### config.mk
export PLATFORM = sky130hd
export DESIGN_NAME = spi_ip_cfg_seq
export DESIGN_NICKNAME = d
export VERILOG_FILES = /design/src/rtl/spi_ip_pkg.sv /design/src/rtl/sb_bus_master.sv /design/src/rtl/spi_ip_cfg_seq.sv
export SDC_FILE = /design/constraint.sdc
export NUM_CORES = 1
export LEC_CHECK = 0
export ABC_AREA = 1
export CAP_MARGIN = 20
export CORE_ASPECT_RATIO = 1.25
export CORE_UTILIZATION = 40
export DETAILED_ROUTE_END_ITERATION = 10
export PLACE_DENSITY_LB_ADDON = 0.2
export SLEW_MARGIN = 10
export SYNTH_ARGS = -nofsm -noshare
export SYNTH_HDL_FRONTEND = slang
export SYNTH_SLANG_ARGS = --single-unit
### constraint.sdc
create_clock -name clk -period 2.59 [get_ports clk]
set_input_delay 0.3885 -clock clk [delete_from_list [all_inputs] [get_ports clk]]
set_output_delay 0.3885 -clock clk [all_outputs]
set_load 0.02 [all_outputs]
### src/rtl/spi_ip_pkg.sv
// Shared types and constants for the SB_SPI config sequencer.
// State encoding, end marker and SB_SPI register map.
package spi_ip_pkg;

   typedef enum logic [2:0] {
      ST_IDLE   = 3'd0,
      ST_FETCH  = 3'd1,
      ST_DECODE = 3'd2,
      ST_WRITE  = 3'd3,
      ST_READ   = 3'd4,
      ST_DONE   = 3'd5
   } state_t;

   localparam logic [7:0] END_MARKER = 8'hFF;

   localparam logic [7:0] SPIIRQEN = 8'h07;
   localparam logic [7:0] SPICR0   = 8'h08;
   localparam logic [7:0] SPICR1   = 8'h09;
   localparam logic [7:0] SPICR2   = 8'h0A;
   localparam logic [7:0] SPIBR    = 8'h0B;
   localparam logic [7:0] SPICSR   = 8'h0F;

endpackage

### src/rtl/sb_bus_master.sv
// SB_SPI system-bus strobe/ack handshake with ack timeout.
// req/we/adr/dat in; ack_done/timeout/rdata out; sb_* bus pins.
// SPI_CFG_VERIFY_EN: rdata carries sb_dat_r for read-back.
module sb_bus_master #(
   parameter int unsigned ACK_TIMEOUT = 255
) (
   input  logic       clk,
   input  logic       rst,
   input  logic       req,
   input  logic       we,
   input  logic [7:0] adr,
   input  logic [7:0] dat,
   output logic       ack_done,
   output logic       timeout,
   output logic [7:0] rdata,
   output logic [7:0] sb_adr,
   output logic [7:0] sb_dat_w,
   output logic       sb_we,
   output logic       sb_stb,
   input  logic [7:0] sb_dat_r,
   input  logic       sb_ack
);

   localparam logic [7:0] TO_LAST = 8'(ACK_TIMEOUT - 1);

   logic [7:0] cnt;

   // cnt = strobe cycles already spent without ack
   assign ack_done = sb_stb & sb_ack;
   assign timeout  = sb_stb & ~sb_ack & (cnt == TO_LAST);

`ifdef SPI_CFG_VERIFY_EN
   assign rdata = sb_dat_r;
`else
   logic unused_dat_r;
   assign unused_dat_r = ^sb_dat_r;
   assign rdata = 8'h00;
`endif

   always_ff @(posedge clk) begin
      if (rst) begin
         sb_adr   <= 8'h00;
         sb_dat_w <= 8'h00;
         sb_we    <= 1'b0;
         sb_stb   <= 1'b0;
         cnt      <= 8'h00;
      end else if (req) begin
         sb_adr   <= adr;
         sb_dat_w <= dat;
         sb_we    <= we;
         sb_stb   <= 1'b1;
         cnt      <= 8'h00;
      end else if (ack_done || timeout) begin
         sb_stb <= 1'b0;
         sb_we  <= 1'b0;
      end else if (sb_stb) begin
         cnt <= cnt + 8'd1;
      end
   end

endmodule

### src/rtl/spi_ip_cfg_seq.sv
// Config sequencer: ROM (addr,value) pairs -> SB_SPI bus writes.
// Ports: start, rom_addr/rom_data, sb_* bus, busy/done/err status.
// SPI_CFG_VERIFY_EN: read back each register and flag mismatches.
module spi_ip_cfg_seq
   import spi_ip_pkg::*;
#(
   parameter int unsigned ROM_AW      = 4,
   parameter int unsigned ACK_TIMEOUT = 255
) (
   input  logic              clk,
   input  logic              rst,
   input  logic              start,
   output logic [ROM_AW-1:0] rom_addr,
   input  logic [15:0]       rom_data,
   output logic [7:0]        sb_adr,
   output logic [7:0]        sb_dat_w,
   input  logic [7:0]        sb_dat_r,
   output logic              sb_we,
   output logic              sb_stb,
   input  logic              sb_ack,
   output logic              busy,
   output logic              done,
   output logic              err
);

   state_t     state;
   logic       marker;
   logic       last;
   logic       req;
   logic       we;
   logic [7:0] adr;
   logic [7:0] dat;
   logic       ack_done;
   logic       timeout;
   logic [7:0] rdata;

   // rom_addr is the entry index itself
   assign marker = (rom_data[15:8] == END_MARKER);
   assign last   = &rom_addr;

`ifdef SPI_CFG_VERIFY_EN
   logic rd_go;
`else
   logic unused_rd;
   assign unused_rd = ^rdata;
`endif

   always_comb begin
      req = 1'b0;
      we  = 1'b1;
      adr = rom_data[15:8];
      dat = rom_data[7:0];
      if (state == ST_DECODE && !marker)
         req = 1'b1;
`ifdef SPI_CFG_VERIFY_EN
      if (state == ST_READ && rd_go) begin
         req = 1'b1;
         we  = 1'b0;
         adr = sb_adr;
         dat = sb_dat_w;
      end
`endif
   end

   sb_bus_master #(
      .ACK_TIMEOUT(ACK_TIMEOUT)
   ) u_bus (
      .clk      (clk),
      .rst      (rst),
      .req      (req),
      .we       (we),
      .adr      (adr),
      .dat      (dat),
      .ack_done (ack_done),
      .timeout  (timeout),
      .rdata    (rdata),
      .sb_adr   (sb_adr),
      .sb_dat_w (sb_dat_w),
      .sb_we    (sb_we),
      .sb_stb   (sb_stb),
      .sb_dat_r (sb_dat_r),
      .sb_ack   (sb_ack)
   );

   always_ff @(posedge clk) begin
      if (rst) begin
         state    <= ST_IDLE;
         rom_addr <= '0;
         busy     <= 1'b0;
         done     <= 1'b0;
         err      <= 1'b0;
`ifdef SPI_CFG_VERIFY_EN
         rd_go    <= 1'b0;
`endif
      end else begin
         unique case (state)
            ST_IDLE: begin
               if (start) begin
                  rom_addr <= '0;
                  done     <= 1'b0;
                  err      <= 1'b0;
                  busy     <= 1'b1;
                  state    <= ST_FETCH;
               end
            end
            ST_FETCH: state <= ST_DECODE;
            ST_DECODE: begin
               if (marker) begin
                  busy  <= 1'b0;
                  done  <= 1'b1;
                  state <= ST_DONE;
               end else begin
                  state <= ST_WRITE;
               end
            end
            ST_WRITE: begin
               if (timeout) begin
                  err   <= 1'b1;
                  busy  <= 1'b0;
                  done  <= 1'b1;
                  state <= ST_DONE;
               end else if (ack_done) begin
`ifdef SPI_CFG_VERIFY_EN
                  rd_go <= 1'b1;
                  state <= ST_READ;
`else
                  // last slot written without a marker
                  if (last) begin
                     err   <= 1'b1;
                     busy  <= 1'b0;
                     done  <= 1'b1;
                     state <= ST_DONE;
                  end else begin
                     rom_addr <= rom_addr + 1'b1;
                     state    <= ST_FETCH;
                  end
`endif
               end
            end
`ifdef SPI_CFG_VERIFY_EN
            ST_READ: begin
               // one idle bus cycle between write and read strobes
               if (rd_go) begin
                  rd_go <= 1'b0;
               end else if (timeout) begin
                  err   <= 1'b1;
                  busy  <= 1'b0;
                  done  <= 1'b1;
                  state <= ST_DONE;
               end else if (ack_done) begin
                  if (rdata != sb_dat_w)
                     err <= 1'b1;
                  if (last) begin
                     err   <= 1'b1;
                     busy  <= 1'b0;
                     done  <= 1'b1;
                     state <= ST_DONE;
                  end else begin
                     rom_addr <= rom_addr + 1'b1;
                     state    <= ST_FETCH;
                  end
               end
            end
`endif
            ST_DONE: state <= ST_IDLE;
            default: state <= ST_IDLE;
         endcase
      end
   end

endmodule

* Word level (Yosys, flattened, before mapping)
Cells that the tools add are included.
** Operators by class
- Add/sub/neg operators :: 2
- Equal/unequal tests :: 12
- Multiplexer cells :: 27
- Bitwise logic cells :: 5
- Reductions and logical operators :: 14
** Operators by type and width (count)
- 8-bit equality test (second input constant) :: 2
- 4-bit two-way mux :: 4
- 3-bit two-way mux :: 5
- 1-bit two-way mux :: 13
- 3-bit one-hot mux with 4 select lines :: 1
- 5-bit AND reduction :: 2
- 8-bit by 1-bit adder with 8-bit output (second input constant) :: 1
- 2-bit != test (second input constant) :: 4
- 4-bit one-hot mux with 2 select lines :: 1
- 4-bit AND reduction :: 2
- 3-bit by 2-bit equality test with 1-bit output (second input constant) :: 2
- 1-bit one-hot mux with 3 select lines :: 2
- 4-bit by 1-bit adder with 4-bit output (second input constant) :: 1
- 2-bit AND reduction :: 2
- 2-bit nonzero test :: 2
- 1-bit bitwise AND :: 3
- 3-bit by 1-bit equality test with 1-bit output (second input constant) :: 1
- 3-bit logical NOT :: 1
- 3-bit by 1-bit != test with 1-bit output (second input constant) :: 1
- 3-bit by 2-bit != test with 1-bit output (second input constant) :: 1
- 3-bit nonzero test :: 1
- 2-bit by 1-bit != test with 1-bit output (second input constant) :: 1
- 1-bit inverter :: 2
- 1-bit one-hot mux with 2 select lines :: 1
- other kinds (4) :: 4
** Storage, ports and cells
- Register bits :: 35
- Logic and storage cells :: 69

* Depth between registers and ports, before layout
Gate-level depths: netlist of run 1.
- Depth in word-level cells :: 6
- Mapped depth :: 11
- Gate-level depth less buffers :: 10

* By module
From an unflattened synthesis of run 1, not the netlist that was laid out.
** Second synthesis, totals
- Cells, all modules :: 264
- Area, all modules :: 1819.2 um^2
** Modules (own cells, without submodules)
- sb_bus_master :: instances 1, cells each 173, area an instance 1219.9 um^2
- spi_ip_cfg_seq :: instances 1, cells each 91, area an instance 599.3 um^2

* Worst setup path before layout of run 1
No wires, ideal clock.
- Path kind :: reg-to-reg
- Start point :: reg rom_addr[0]
- End point :: reg rom_addr[1]
- Library setup time :: 0.115 ns
- Data arrival time :: 1.240 ns
- Slack :: 1.235 ns
- Cell stages (with the launch flop) :: 9
- Clock period less this slack :: 1.355 ns
- Cells stage by stage :: dfxtp_1 -> ha_1 -> nand3_1 -> nand3_1 -> nand2_1 -> nand2_1 -> nand2_1 -> o21ai_1 -> nor2_1
** On the way
- Cells in the longest elaborated chain, start to end :: 5
- Elaborated cells between the ends (all ways) :: 8
** Ends and longest elaborated chain
- from (decl) :: line spi_ip_cfg_seq.sv:13 : output logic [ROM_AW-1:0] rom_addr,
- from (signal assigned) :: line spi_ip_cfg_seq.sv:134 : rom_addr <= rom_addr + 1'b1;
- 4-bit by 1-bit adder with 4-bit output :: line spi_ip_cfg_seq.sv:134
- 4-bit two-way mux :: line spi_ip_cfg_seq.sv:128 : if (last) begin
- 4-bit two-way mux :: line spi_ip_cfg_seq.sv:122 : end else if (ack_done) begin
- 4-bit two-way mux :: line spi_ip_cfg_seq.sv:117 : if (timeout) begin
- 4-bit one-hot mux with 2 select lines :: line spi_ip_cfg_seq.sv:96 : unique case (state)
Several ways; a longest one is shown, not always the timed one. The select of a mux whose other input is x is not followed.
A chain may end at the register's enable or synchronous reset.

* Worst setup path in the final report of run 1
- Start point :: reg u_bus.sb_we
- End point :: out sb_we
** RTL lines
- from (decl) :: line sb_bus_master.sv:18 : output logic sb_we,
- from (signal assigned) :: line sb_bus_master.sv:50 : sb_we <= we;
- to (decl) :: line spi_ip_cfg_seq.sv:18 : output logic sb_we,
No word-level cell between the ends.

==> impl_metrics.toml, run 1 <==
[placed_design]
place_inst = 309
post-place-ws_ns = 0.635
portBuffers = 44
place_congestion = 0.784
dp_hpwl_um = 2340

[timing]
fin_tns_setup_ns = 0
rsz0062_at_grt = "no"
slew_headroom_pct = 80.5
holdWs_ns = 0.461
timing.final.crit_share_pct = 67.9
max_clock_freq_ghz = 0.569
finalHoldViolCount = 0
setup_viol = 0
worst_slew_pin_slew_ns = 0.291
min_period_ns = 1.76
worst_slack_ns = 0.832
drv_slew = 0
finalClockSkew_ns = 0.00717

[critical_path]
required_ns = 2.20
slowest_delay_ns = 0.64
critPathKind = "flop to output pin"
crit_family = "buffers and inverters"
path_buf_inv = 1
critPathLaunchType = "flop"
critical_path.max_fanout = 6
cp-end-kind = "output pin"
crit_slowest_cell = "clkdlybuf4s50_1"
cp_cell_sequence = "clkdlybuf4s50_1"
cp.arrival_ns = 1.37

[clock_network]
postCtsSetupBuffers = 0
cts_inserted_buffers = 5
clock_path_buffers = 2
cts_hold_buf = 0
ctsResizeCount = 0
cts.sinks = 35
clkSlewWorstSetupHoldPaths_ns = 0.07
cts_root_buffer = "clkbuf_8"
clk_latency_ns = 0.29
cts_tree = "built"
htreeDepth = 2

[synth]
ys_types = 28
synthTopCellsByArea = "dfxtp_1 (44%), nor2_1 (11%), nand2_1 (10%)"
avgSynthCellArea_um2 = 7.29
synth.cells.most_frequent = "nor2_1 (45), nand2_1 (42), dfxtp_1 (35)"
synth_most_common_cell = "nor2_1"
ys_ff_latch = 35
yosys.area.top_type = "dfxtp_1"
synth-async-reset-ratio_pct = 0
ys.flop_type = "dfxtp_1"
seq_area_frac_synth_pct = 44.5
synth_nets = 247
synth_edf_count = 0
syn_area_mm2 = 0.00158
syn_inst = 216
yosys_warnings = 0
synth_top_area_share_pct = 44.5

[pwr]
p_int_w = 0.00101
swShare_pct = 26.8
clkPwrFrac_pct = 37.0
p_leak_nw = 0.831
power.switching_w = 0.000371
ir_drop_v = 0.000426
comb_power_share_pct = 19.6
seqPwrFrac_pct = 43.4
powerDensity_mw_per_mm2 = 638

[die]
die_area_mm2 = 0.00419
pin_count = 53
fp.dieW_um = 58.1
coreArea_mm2 = 0.00378
start_util_pct = 41.6
die_h_um = 72.2
rows = 25

[run]
cap_violations = 0

[global_routing]
grt_max_degree = 20
use_met3_pct = 6.06
use_met1_pct = 17.7
overflow = 0
grt_pass1_wl_um = 5470
grt_pass1_vias = 1325
use_met2_pct = 29.6
top_usage_layer = "met2"
gr-usage-all-layers_pct = 17.2
antenna_found_initial = 0

[detailed_routing]
route.detailed.drc = 0
drtPass1Iterations = 4
drt_iter0_drc = 37
vias = 1470
viasPerCell = 4.64
wirelength_um = 3200
ant_nets = 0
wl_per_cell_um = 10.1

[worst_hold_path]
hold_path_class = "flop to flop"

[cells_and_area]
fin_nets = 293
areaGrowthSynthToFinish_pct = 37.5
fin_cells = 317
layout-drive-gt1-share_pct = 8.75
n_antenna_cell = 0

[status]
status = "finished clean"
[kinds of logic (layout without fill, tap and decap cells)]
group                    count (synthesis)  in the layout  share of synthesized area, %
AO/OA/AOI/OAI                           37             37                          12.7
XOR/XNOR                                 4              4                          2.22
adder cells (fa/ha/maj)                  3              3                          2.38
buffers and inverters                   24             71                          6.75
flip-flops                              35             35                          44.5
AND/OR/NAND/NOR                        113            113                          31.5
[metal layers]
metal,vias up,share of wire [%],routed length [um]
met5,-,0,0
met1,647,43,1370
li1,784,-,-
met2,31,50,1600
met4,0,2.9,93
met3,8,4.2,135
[power by group through the flow]
stage | clock, W | sequential [W] | combinational [W]
6_report | 0.000511 | 0.000600 | 0.000271
5_1_grt | 0.000545 | 0.000605 | 0.000301
4_1_cts | 0.000528 | 0.000600 | 0.000273
3_5_place_dp | 0 | 0.000613 | 0.000272
3_3_place_gp | 0 | 0.000611 | 0.000271
2_1_floorplan | 0 | 0.000650 | 0.000119
[state kept, by name, indices dropped and copies added, names as in the netlist]
name            cells
u_bus.cnt           8
state               3
done                1
busy                1
u_bus.sb_dat_w      8
err                 1
u_bus.sb_we         1
rom_addr            4
u_bus.sb_adr        8
[final timing paths]
check               startpoint            to  slack, ns  depth (start not counted)
setup / recovery   u_bus.sb_we         sb_we       0.83                          1
hold reg to reg           done          done       0.46                          2
hold / removal            done          done       0.46                          2
setup reg to reg  u_bus.cnt[0]  u_bus.cnt[5]       1.08                         10
[stage by stage]
stage / cell area, um^2 / util [%] / power [W]
5_1_grt: 2170 / 57.2 / 0.00145
4_1_cts: 2170 / 57.2 / 0.00140
2_1_floorplan: 1580 / - / 0.000770
3_3_place_gp: 2050 / 54.1 / 0.000883
6_report: 2170 / 57.2 / 0.00138
3_5_place_dp: 2050 / 54.1 / 0.000885
[layout make-up]
cell class              count  area [um^2]
well taps                  54         67.6
multi-input cells         157          768
clock buffers               6         82.6
flip-flops and latches     35          701
inverters                  19         71.3
clock inverters             2         35.0
fillers                   384         1620
repair buffers             44          440
[cells in the final DEF (no fill, tap or decap), drive strengths merged]
cell type / synthesis / routed
clkinv: 0 / 1
a21oi: 15 / 15
bufinv: 0 / 1
ha: 3 / 3
o211ai: 1 / 1
nor3: 3 / 3
nand2: 46 / 46
xor2: 3 / 3
dfxtp: 35 / 35
clkbuf: 2 / 6
nand4: 2 / 2
xnor2: 1 / 1
clkdlybuf4s50: 0 / 44
nor2: 48 / 48
o21ai: 19 / 19
nand3b: 3 / 3
inv: 19 / 19
o21bai: 2 / 2
nand3: 11 / 11
[worst register-to-register path: stages, from the launching register on]
cell and delay, ns:
dfxtp_1 0.37, inv_1 0.07, ha_1 0.19, inv_1 0.05
nor2_1 0.05, nand2_1 0.07, nand3_2 0.13, inv_2 0.20
nand2_1 0.09, xor2_1 0.14, nor2_1 0.05
No activity file was read; power rests on OpenSTA's default activity.
==> run 2, diff against run 1 <==
==> constraint.sdc (replaced) <==
create_clock -name clk -period 1.8 [get_ports clk]
set_input_delay 0.27 -clock clk [delete_from_list [all_inputs] [get_ports clk]]
set_output_delay 0.27 -clock clk [all_outputs]
set_load 0.02 [all_outputs]
==> run 2 against run 1 <==
Non-clock buffer count increased by 2. Power up 35%. Critical path depth did not move. Clock power increased by 20%. Via count fell by 0.14%. Count of clock-buffer cells in the layout unchanged. Hold slack lost 0.0013 ns. Clock skew is 0.0029 ns higher. Final cell count up 0.63%. Highest routed layer unchanged. Design area down 0.17%. Sequential share of layout area is 0.056 points higher.
==> impl_metrics.toml, run 2 (synthesis results as in run 1) <==
[cells_and_area]
final_area_mm2 = 0.00216
n_antenna_cell = 0
fin_nets = 295
areaGrowthSynthToFinish_pct = 37.3
reg_top3 = "u_bus.cnt (8), u_bus.sb_adr (8), u_bus.sb_dat_w (8)"
layout-drive-gt1-share_pct = 9.43
layout_commonest_cell = "nor2_1"
most-common-layout-cells = "nor2_1 (45), clkdlybuf4s50_1 (44), nand2_1 (42), dfxtp_1 (35), o21ai_0 (17)"

[clock_network]
cts_inserted_buffers = 5
cts_root_buffer = "clkbuf_8"
clkSlewWorstSetupHoldPaths_ns = 0.07
clock_path_buffers = 2
cts_hold_buf = 0
cts.sinks = 35
ctsResizeCount = 0
postCtsSetupBuffers = 0
htreeDepth = 2
cts_tree = "built"
clk_latency_ns = 0.29

[detailed_routing]
wirelength_um = 3260
wl_met1_um = 1450
drt_iter0_drc = 28
dr_wl_met3_um = 102
viasPerCell = 4.60
top_layer = "met4"
wl_met2_um = 1640
vias = 1468
ant_nets = 0
drtPass1Iterations = 4
route.detailed.drc = 0
wl_per_cell_um = 10.2

[die]
coreArea_mm2 = 0.00378
start_util_pct = 41.6
rows = 25
fp.dieW_um = 58.1
die_area_mm2 = 0.00419
die_h_um = 72.2
pin_count = 53

[timing]
fin_tns_setup_ns = 0
min_period_ns = 1.63
worst_slew_pin_slew_ns = 0.281
drv_slew = 0
setup_viol = 0
finalClockSkew_ns = 0.0101
max_clock_freq_ghz = 0.614
finalHoldViolCount = 0
slew_headroom_pct = 81.2
timing.final.crit_share_pct = 90.5
rsz0062_at_grt = "no"

[placed_design]
dp_hpwl_um = 2390
place_congestion = 0.804
portBuffers = 44
placed_cell_area_mm2 = 0.00206

[critical_path]
critical_path.max_fanout = 6
cp-end-kind = "output pin"
crit_family = "buffers and inverters"
critPathKind = "flop to output pin"
critPathLaunchType = "flop"
crit_slowest_cell = "clkdlybuf4s50_1"
slowest_delay_ns = 0.64
cp_cell_sequence = "clkdlybuf4s50_1"
cp.arrival_ns = 1.36
path_buf_inv = 1
required_ns = 1.53

[pwr]
ir_drop_v = 0.000572
total_power_w = 0.00187
powerDensity_mw_per_mm2 = 864
p_leak_nw = 0.827

[global_routing]
antenna_found_initial = 0
grt_pass1_wl_um = 5440
overflow = 0
grt_max_degree = 20
gr-usage-all-layers_pct = 17.0
grt_pass1_vias = 1256

[worst_hold_path]
hold_path_class = "flop to flop"

[run]
cap_violations = 0

[status]
status = "finished clean"
run 2: report_power, final:
part,switching [W],total (W),internal (W)
logic,0.000212,0.000394,0.000182
registers,0.0000354,0.000863,0.000828
clock network,0.000299,0.000611,0.000312
run 2: worst reg2reg max path, cell delays in order, from the launching register on:
cell     delay, ns
dfxtp_1       0.39
inv_1         0.07
ha_1          0.19
inv_1         0.06
nor2_1        0.05
nand2_1       0.07
nand3_2       0.13
inv_2         0.20
nand2_1       0.09
xor2_1        0.14
nor2_1        0.05
run 2: final timing paths:
path                            depth (start not counted)            to         start  slack, ns
worst max register to register                         10  u_bus.cnt[5]  u_bus.cnt[0]       0.25
worst max-delay path                                    1         sb_we   u_bus.sb_we       0.17
worst min-delay path                                    2          busy          busy       0.46
worst min register to register                          2          busy          busy       0.46
run 2: stage by stage:
step                      setup WS [ns]  utilization, %  instances  hold slack, ns
final                             0.171            57.1        319           0.459
after global routing             0.0662            57.1        319           0.487
after CTS                         0.157            57.1        319           0.462
after detailed placement          0.131            54.5        311           0.450
after global placement            0.140            54.5        311           0.447
after floorplan                   0.445               -        216           0.339
run 2: metal layers:
| layer | track usage [%] | up-vias |
|---|---|---|
| li1 | - | 788 |
| met1 | 19.6 | 653 |
| met2 | 28.9 | 20 |
| met3 | 4.81 | 7 |
| met4 | 7.94 | 0 |
| met5 | 0 | - |
run 2: cell type report:
cell class	count	area, um^2
inverters	19	71.3
clock inverters	2	16.3
clock buffers	6	82.6
fillers	374	1620
repair buffers	46	455
flip-flops and latches	35	701
multi-input cells	157	768
well taps	54	67.6
